==> config.mk <==
export PLATFORM = sky130hd
export DESIGN_NAME = sha256_stream_core
export DESIGN_NICKNAME = d
export VERILOG_FILES = /design/src/rtl/sha256_pkg.sv /design/src/rtl/sha256_round.sv /design/src/rtl/sha256_stream_core.sv
export SDC_FILE = /design/constraint.sdc
export NUM_CORES = 2
export LEC_CHECK = 0
export CAP_MARGIN = 0
export CORE_AREA = 10 10 365 367
export CTS_BUF_LIST = sky130_fd_sc_hd__clkbuf_2 sky130_fd_sc_hd__clkbuf_4 sky130_fd_sc_hd__clkbuf_8
export CTS_CLUSTER_SIZE = 12
export DETAILED_ROUTE_END_ITERATION = 7
export DIE_AREA = 0 0 375 377
export GPL_ROUTABILITY_DRIVEN = 1
export PLACE_DENSITY = 0.89
export SLEW_MARGIN = 15
export SYNTH_ARGS = -nofsm -noshare
export SYNTH_HDL_FRONTEND = slang
export SYNTH_SLANG_ARGS = --single-unit
==> constraint.sdc <==
create_clock -name clk -period 97.3 [get_ports clk]
set_input_delay 9.73 -clock clk [delete_from_list [all_inputs] [get_ports clk]]
set_output_delay 9.73 -clock clk [all_outputs]
set_load 0.05 [all_outputs]
==> src/rtl/sha256_pkg.sv <==
// Shared SHA-256 constants, round functions, FSM state type and counter sizing
// for sha256_stream_core and sha256_round.
package sha256_pkg;

    typedef enum logic [1:0] {IDLE, ROUND, ADD, DONE} state_t;

    localparam logic [31:0] K [0:63] = '{
        32'h428a2f98, 32'h71374491, 32'hb5c0fbcf, 32'he9b5dba5, 32'h3956c25b, 32'h59f111f1, 32'h923f82a4, 32'hab1c5ed5,
        32'hd807aa98, 32'h12835b01, 32'h243185be, 32'h550c7dc3, 32'h72be5d74, 32'h80deb1fe, 32'h9bdc06a7, 32'hc19bf174,
        32'he49b69c1, 32'hefbe4786, 32'h0fc19dc6, 32'h240ca1cc, 32'h2de92c6f, 32'h4a7484aa, 32'h5cb0a9dc, 32'h76f988da,
        32'h983e5152, 32'ha831c66d, 32'hb00327c8, 32'hbf597fc7, 32'hc6e00bf3, 32'hd5a79147, 32'h06ca6351, 32'h14292967,
        32'h27b70a85, 32'h2e1b2138, 32'h4d2c6dfc, 32'h53380d13, 32'h650a7354, 32'h766a0abb, 32'h81c2c92e, 32'h92722c85,
        32'ha2bfe8a1, 32'ha81a664b, 32'hc24b8b70, 32'hc76c51a3, 32'hd192e819, 32'hd6990624, 32'hf40e3585, 32'h106aa070,
        32'h19a4c116, 32'h1e376c08, 32'h2748774c, 32'h34b0bcb5, 32'h391c0cb3, 32'h4ed8aa4a, 32'h5b9cca4f, 32'h682e6ff3,
        32'h748f82ee, 32'h78a5636f, 32'h84c87814, 32'h8cc70208, 32'h90befffa, 32'ha4506ceb, 32'hbef9a3f7, 32'hc67178f2
    };

    localparam logic [255:0] IV = {
        32'h6a09e667, 32'hbb67ae85, 32'h3c6ef372, 32'ha54ff53a,
        32'h510e527f, 32'h9b05688c, 32'h1f83d9ab, 32'h5be0cd19
    };

    function automatic logic [31:0] rotr(input logic [31:0] x, input int unsigned n);
        return (x >> n) | (x << (32 - n));
    endfunction

    function automatic logic [31:0] ch(input logic [31:0] e, input logic [31:0] f, input logic [31:0] g);
        return (e & f) ^ (~e & g);
    endfunction

    function automatic logic [31:0] maj(input logic [31:0] a, input logic [31:0] b, input logic [31:0] c);
        return (a & b) ^ (a & c) ^ (b & c);
    endfunction

    function automatic logic [31:0] sum0(input logic [31:0] x);
        return rotr(x, 2) ^ rotr(x, 13) ^ rotr(x, 22);
    endfunction

    function automatic logic [31:0] sum1(input logic [31:0] x);
        return rotr(x, 6) ^ rotr(x, 11) ^ rotr(x, 25);
    endfunction

    function automatic logic [31:0] sigma0(input logic [31:0] x);
        return rotr(x, 7) ^ rotr(x, 18) ^ (x >> 3);
    endfunction

    function automatic logic [31:0] sigma1(input logic [31:0] x);
        return rotr(x, 17) ^ rotr(x, 19) ^ (x >> 10);
    endfunction

    // Bits needed to count 64/rpc round cycles (minimum 1).
    function automatic int unsigned cnt_width(input int unsigned rpc);
        int unsigned cycles;
        int unsigned w;
        cycles = 64 / rpc;
        w = 1;
        while ((32'd1 << w) < cycles) w++;
        return w;
    endfunction

endpackage

==> src/rtl/sha256_round.sv <==
// One combinational SHA-256 compression round: working variables a..h in,
// next a..h out, given the round constant Kt and schedule word Wt.
module sha256_round
    import sha256_pkg::*;
(
    input  logic [31:0] a,
    input  logic [31:0] b,
    input  logic [31:0] c,
    input  logic [31:0] d,
    input  logic [31:0] e,
    input  logic [31:0] f,
    input  logic [31:0] g,
    input  logic [31:0] h,
    input  logic [31:0] k_t,
    input  logic [31:0] w_t,
    output logic [31:0] a_n,
    output logic [31:0] b_n,
    output logic [31:0] c_n,
    output logic [31:0] d_n,
    output logic [31:0] e_n,
    output logic [31:0] f_n,
    output logic [31:0] g_n,
    output logic [31:0] h_n
);

    logic [31:0] t1;
    logic [31:0] t2;

    always_comb begin
        t1  = h + sum1(e) + ch(e, f, g) + k_t + w_t;
        t2  = sum0(a) + maj(a, b, c);
        a_n = t1 + t2;
        b_n = a;
        c_n = b;
        d_n = c;
        e_n = d + t1;
        f_n = e;
        g_n = f;
        h_n = g;
    end

endmodule

==> src/rtl/sha256_stream_core.sv <==
// Iterative multi-block SHA-256 engine with valid/ready block input and digest output.
// Optional macro SHA256_MIDSTATE_IN_EN adds midstate/use_mid ports to seed the chain.
module sha256_stream_core
    import sha256_pkg::*;
#(
    parameter int unsigned ROUNDS_PER_CYCLE = 1,
    parameter bit          BSWAP_OUT        = 1'b0
) (
    input  logic         clk,
    input  logic         rst,
    input  logic         blk_valid,
    output logic         blk_ready,
    input  logic [511:0] blk_data,
    input  logic         blk_first,
    input  logic         blk_last,
    output logic         digest_valid,
    input  logic         digest_ready,
    output logic [255:0] digest,
`ifdef SHA256_MIDSTATE_IN_EN
    input  logic [255:0] midstate,
    input  logic         use_mid,
`endif
    output logic         busy
);

    localparam int unsigned NCYC = 64 / ROUNDS_PER_CYCLE;
    localparam int unsigned CW   = cnt_width(ROUNDS_PER_CYCLE);
    localparam logic [CW-1:0] LAST_CNT = CW'(NCYC - 1);

    if (!(ROUNDS_PER_CYCLE == 1 || ROUNDS_PER_CYCLE == 2 ||
          ROUNDS_PER_CYCLE == 4 || ROUNDS_PER_CYCLE == 8)) begin : g_bad_rpc
        $error("sha256_stream_core: ROUNDS_PER_CYCLE must be 1, 2, 4 or 8");
    end

    state_t        state, state_nx;
    logic [CW-1:0] rnd_cnt;
    logic          add_ph;
    logic          last_q;
    logic          armed;
    logic          xfer;
    logic [31:0]   h_q  [8];
    logic [31:0]   wv_q [8];
    logic [31:0]   w_q  [16];
    logic [31:0]   w_ext [16 + ROUNDS_PER_CYCLE];
    logic [31:0]   st   [ROUNDS_PER_CYCLE + 1][8];
    logic [255:0]  h_pack;
    logic [255:0]  chain_init;
    logic [255:0]  dig_fmt;
    logic [255:0]  digest_q;

    assign blk_ready    = (state == IDLE) && armed;
    assign xfer         = blk_valid && blk_ready;
    assign digest_valid = (state == DONE);
    assign busy         = (state != IDLE);
    assign digest       = digest_q;

    for (genvar i = 0; i < 8; i++) begin : g_st0
        assign st[0][i] = wv_q[i];
    end

    for (genvar r = 0; r < ROUNDS_PER_CYCLE; r++) begin : g_rnd
        logic [5:0] kidx;
        assign kidx = 6'(rnd_cnt * 6'(ROUNDS_PER_CYCLE)) + 6'(r);
        sha256_round u_round (
            .a   (st[r][0]), .b(st[r][1]), .c(st[r][2]), .d(st[r][3]),
            .e   (st[r][4]), .f(st[r][5]), .g(st[r][6]), .h(st[r][7]),
            .k_t (K[kidx]),
            .w_t (w_q[r]),
            .a_n (st[r+1][0]), .b_n(st[r+1][1]), .c_n(st[r+1][2]), .d_n(st[r+1][3]),
            .e_n (st[r+1][4]), .f_n(st[r+1][5]), .g_n(st[r+1][6]), .h_n(st[r+1][7])
        );
    end

    // Window is extended by R words and then slid forward by R.
    always_comb begin
        for (int unsigned j = 0; j < 16; j++) w_ext[j] = w_q[j];
        for (int unsigned j = 16; j < 16 + ROUNDS_PER_CYCLE; j++)
            w_ext[j] = sigma1(w_ext[j-2]) + w_ext[j-7] + sigma0(w_ext[j-15]) + w_ext[j-16];
    end

    always_comb begin
        h_pack = '0;
        for (int unsigned i = 0; i < 8; i++) h_pack[255-32*i -: 32] = h_q[i];
        dig_fmt = h_pack;
        if (BSWAP_OUT)
            for (int unsigned b = 0; b < 32; b++) dig_fmt[8*b +: 8] = h_pack[255-8*b -: 8];
    end

    always_comb begin
        chain_init = h_pack;
        if (blk_first) chain_init = IV;
`ifdef SHA256_MIDSTATE_IN_EN
        if (blk_first && use_mid) chain_init = midstate;
`endif
    end

    always_ff @(posedge clk or posedge rst) begin
        if (rst) state <= IDLE;
        else     state <= state_nx;
    end

    always_comb begin
        state_nx = state;
        case (state)
            IDLE:    if (xfer) state_nx = ROUND;
            ROUND:   if (rnd_cnt == LAST_CNT) state_nx = ADD;
            ADD:     if (add_ph) state_nx = last_q ? DONE : IDLE;
            DONE:    if (digest_ready) state_nx = IDLE;
            default: state_nx = IDLE;
        endcase
    end

    // ADD spans two cycles: chain update, then digest capture from the
    // registered chain, keeping the 32-bit adders off the digest register path.
    always_ff @(posedge clk or posedge rst) begin
        if (rst) begin
            rnd_cnt  <= '0;
            add_ph   <= 1'b0;
            last_q   <= 1'b0;
            armed    <= 1'b0;
            digest_q <= '0;
            for (int unsigned i = 0; i < 8; i++) begin
                h_q[i]  <= IV[255-32*i -: 32];
                wv_q[i] <= '0;
            end
            for (int unsigned j = 0; j < 16; j++) w_q[j] <= '0;
        end else begin
            armed <= 1'b1;
            case (state)
                IDLE: if (xfer) begin
                    for (int unsigned i = 0; i < 8; i++) begin
                        h_q[i]  <= chain_init[255-32*i -: 32];
                        wv_q[i] <= chain_init[255-32*i -: 32];
                    end
                    for (int unsigned j = 0; j < 16; j++) w_q[j] <= blk_data[511-32*j -: 32];
                    last_q  <= blk_last;
                    rnd_cnt <= '0;
                    add_ph  <= 1'b0;
                end
                ROUND: begin
                    for (int unsigned i = 0; i < 8; i++) wv_q[i] <= st[ROUNDS_PER_CYCLE][i];
                    for (int unsigned j = 0; j < 16; j++) w_q[j] <= w_ext[j + ROUNDS_PER_CYCLE];
                    rnd_cnt <= (rnd_cnt == LAST_CNT) ? '0 : rnd_cnt + CW'(1);
                end
                ADD: begin
                    if (!add_ph) begin
                        for (int unsigned i = 0; i < 8; i++) h_q[i] <= h_q[i] + wv_q[i];
                        add_ph <= 1'b1;
                    end else begin
                        add_ph <= 1'b0;
                        if (last_q) digest_q <= dig_fmt;
                    end
                end
                default: ;
            endcase
        end
    end

endmodule
==> reports/results.txt <==
After detailed placement, the total cell area comes to 0.0896 mm^2. The logs give 485 ps for the hold slack and 8627 for the layout filler cell count. Across the routed clock network, the largest skew measured is 57.6 ps. The share of the yosys chip area belonging to registers was 0.399. Counting instances, the worst hold path has a depth of 2. The tools report the via count of the first global-routing pass as 72400.

In the routed design, unresolved DRC markers number 2. The H-tree depth came out at 4. The worst hold path begins at w_ext[35]. The count of hold-fix buffers inserted at cts came out at 0. The tools report the number of antenna violations at the first check in global routing as 47.

The end point of the most critical hold path was w_ext[35]. The most numerous cell in the Yosys netlist was sky130_fd_sc_hd__nand2_1. The total detailed-routing wirelength was 309000 um; the number of design-rule violations left by the first detailed-router iteration was 11200. Setup slack on the critical path of the routed design comes to 82880 ps. Before CTS, the worst setup slack after placement is 82100 ps. At the later pin of the worst-skew pair, clock insertion delay measures 1000 ps. The sink count of the clock tree came out at 1291.

By area the synthesized netlist is led by sky130_fd_sc_hd__dfrtp_1 36%, sky130_fd_sc_hd__nand2_1 6.7%, sky130_fd_sc_hd__ha_1 6.1%. The endpoint identified for the worst register-to-register timing path is st[511]. The tree is rooted in a sky130_fd_sc_hd__clkbuf_8. The logs give 9205 for the synthesized instance count and 0 for the remaining antenna violation count. Max-cap violations in this run came to 0.

The number of distinct library cells after synthesis was 100; the number of buffers inserted by port buffering was 776. In this run the core area contains 130 standard-cell rows. The post-route clock period utilization was 0.148. The proportion of netlist area held by the largest area contributor came out at 0.355. The average instance in the mapped netlist occupies 8.84 um^2. The run finished, with violations left. The first detailed-routing pass ran for 8 iterations. The logs give 0.141 mm^2 for the overall die area and 3 for the worst-case clock buffer depth. The post-detailed-route wirelength per cell was 26.9 um.

The post-synth net total is 10300, and the clock edge transition at the registers on the reported setup and hold paths is 60 ps. For the pin with the worst max-slew slack, the measured transition is 1300 ps. The max-slew headroom at the worst pin was 0.133; the number of buffers inserted to repair setup after CTS was 0. Summing every instance area after synthesis gives 0.0814 mm^2. TritonCTS built the clock tree. The clock period minus worst slack works out to 14420 ps.

Setup repair after global routing left no endpoint under its margin. The worst setup path is captured at a flip-flop. Area growth from synthesis to layout: 15.9%. Die boundary height: 377 um. The finished cells cover 0.0943 mm^2.

For the final total negative setup slack, the log shows 0 ps. For the standard cell core area, the log shows 0.125 mm^2. Startpoint type of the worst setup path: an input port. The global-route usage over all layers is 0.423, and the required time of the critical path is 98170 ps.

For the effective utilization at floorplan, the log shows 0.649. After legalization and detailed placement, the total HPWL measured 231000 um. The pin count of the biggest net entering global routing is 237, and the worst reg-to-reg setup slack is 87390 ps.

The run gives 15290 ps as the data arrival time of the critical path. The synthesized design spends more area on one cell type than any other, namely sky130_fd_sc_hd__dfrtp_1. Number of nets in the layout: 10800. The fraction of layout cells with a size suffix above 1 was 0.0951. The checks that failed: DRC.

The number of buffers created by CTS came out at 208. At the end of routability-driven placement, the weighted congestion stood at 1.07. The total overflow left after global routing is 0. Setup violation total in the final timing report: 0. For this run, the leading register cell type out of synthesis is sky130_fd_sc_hd__dfrtp_1. The first global-routing pass estimated 455000 um of wire. The detailed router placed 75200 vias in this run. Biggest fanout along the worst timing path: 123. Worst min-delay path category: flip-flop to flip-flop. The worst reg2reg path depth works out to 32. Number of slew-limit violations in the final report: 0. The proportion of synthesized flip-flops having asynchronous set or reset works out to 1.00.

The worst setup path is of the input port to flip-flop kind. Number of I/O pins: 777. The number of gates given a new drive strength after cts was 0. The number of warnings issued by yosys is 0. The synthesized design contains 1291 register bits. The vias per cell was 6.54. Counting flops with a built-in enable in the synthesized netlist gives 0.

The commonest cells after synthesis are 1455 x sky130_fd_sc_hd__nand2_1, 1155 x sky130_fd_sc_hd__dfrtp_1, 833 x sky130_fd_sc_hd__nor2_1. In this run the critical register-to-register path is launched from rnd_cnt[0]. The hold violation count in the final report came out at 0. The tools report the timing-limited maximum frequency as 69.3 MHz. The die is 375 um wide.
-- worst max-delay path by stage --
| stage | from | to | slack [ps] | cells past startpoint |
|---|---|---|---|---|
| final | blk_valid | w_ext[327] | 82880 | 9 |
| after global routing | blk_valid | w_ext[359] | 82520 | 9 |
| after CTS | blk_valid | w_ext[337] | 83150 | 9 |
| after detailed placement | blk_valid | w_ext[337] | 82100 | 9 |
| after global placement | blk_valid | w_ext[333] | 82300 | 8 |
| after floorplan | rst | add_ph | 51410 | 1 |
-- cell families (layout without fill, tap and decap cells) --
kind of cell / Yosys count / in the layout / synth area share
mux: 298 / 298 / 0.0418
compound gates: 2449 / 2449 / 0.183
flops: 1291 / 1291 / 0.399
fa+ha+maj: 616 / 616 / 0.112
simple gates: 2898 / 2898 / 0.152
buf+inv: 1081 / 1687 / 0.0499
other cells: 1 / 34 / 0.0000461
xor+xnor: 571 / 571 / 0.0617
-- final cells by class --
type | instances | area, um^2 | share of cell area
clock buffers | 338 | 4200 | 0.0445
inverters | 454 | 1710 | 0.0181
repair buffers | 856 | 8430 | 0.0893
multi-input cells | 6833 | 44900 | 0.476
well taps | 1650 | 2060 | 0.0219
clock inverters | 39 | 459 | 0.00487
flip-flops and latches | 1291 | 32500 | 0.344
diodes | 33 | 82.6 | 0.000875
-- flip-flops by register name, summed over array words and instances (netlist names) --
signal   cells
w_ext      512
dig_fmt    256
digest     256
st         256
rnd_cnt      6
state        2
add_ph       1
armed        1
last_q       1
-- worst max-delay path: stages --
cell and delay (ps):
sky130_fd_sc_hd__clkdlybuf4s50_1 560, sky130_fd_sc_hd__a21oi_1 150, sky130_fd_sc_hd__nor2_4 650, sky130_fd_sc_hd__buf_4 920, sky130_fd_sc_hd__buf_4 880, sky130_fd_sc_hd__buf_4 890, sky130_fd_sc_hd__buf_4 960, sky130_fd_sc_hd__nor2_1 140
sky130_fd_sc_hd__a31oi_1 220
-- per-layer routing --
metal,up-vias,GRT usage,part of all wire
met5,-,0,0.00050
met1,36000,0.519,0.35
met4,22,0.291,0.081
met3,1240,0.130,0.13
li1,32700,-,-
met2,5272,0.640,0.44
-- layout by cell type, fill, tap and decap left out, drive strengths merged, types with 195 or more instances in the layout --
cell type,synthesis,routed
clkdlybuf4s50,0,775
nor2,834,834
fa,195,195
mux2,275,275
ha,399,399
xor2,248,248
nand2,1456,1456
a31oi,518,518
xnor2,322,322
inv,452,458
dfrtp,1155,1155
a21oi,627,627
o21ai,624,624
clkbuf,555,338
-- through the flow --
step                std cells  utilization
floorplan                9205            -
global placement        11100        0.714
detailed placement      11100        0.714
CTS                     11500        0.751
global route            11500        0.752
finish                  11500        0.752
Power is not shown: default switching activity piles up to over one toggle a cycle in this logic, so the estimate is an artifact.
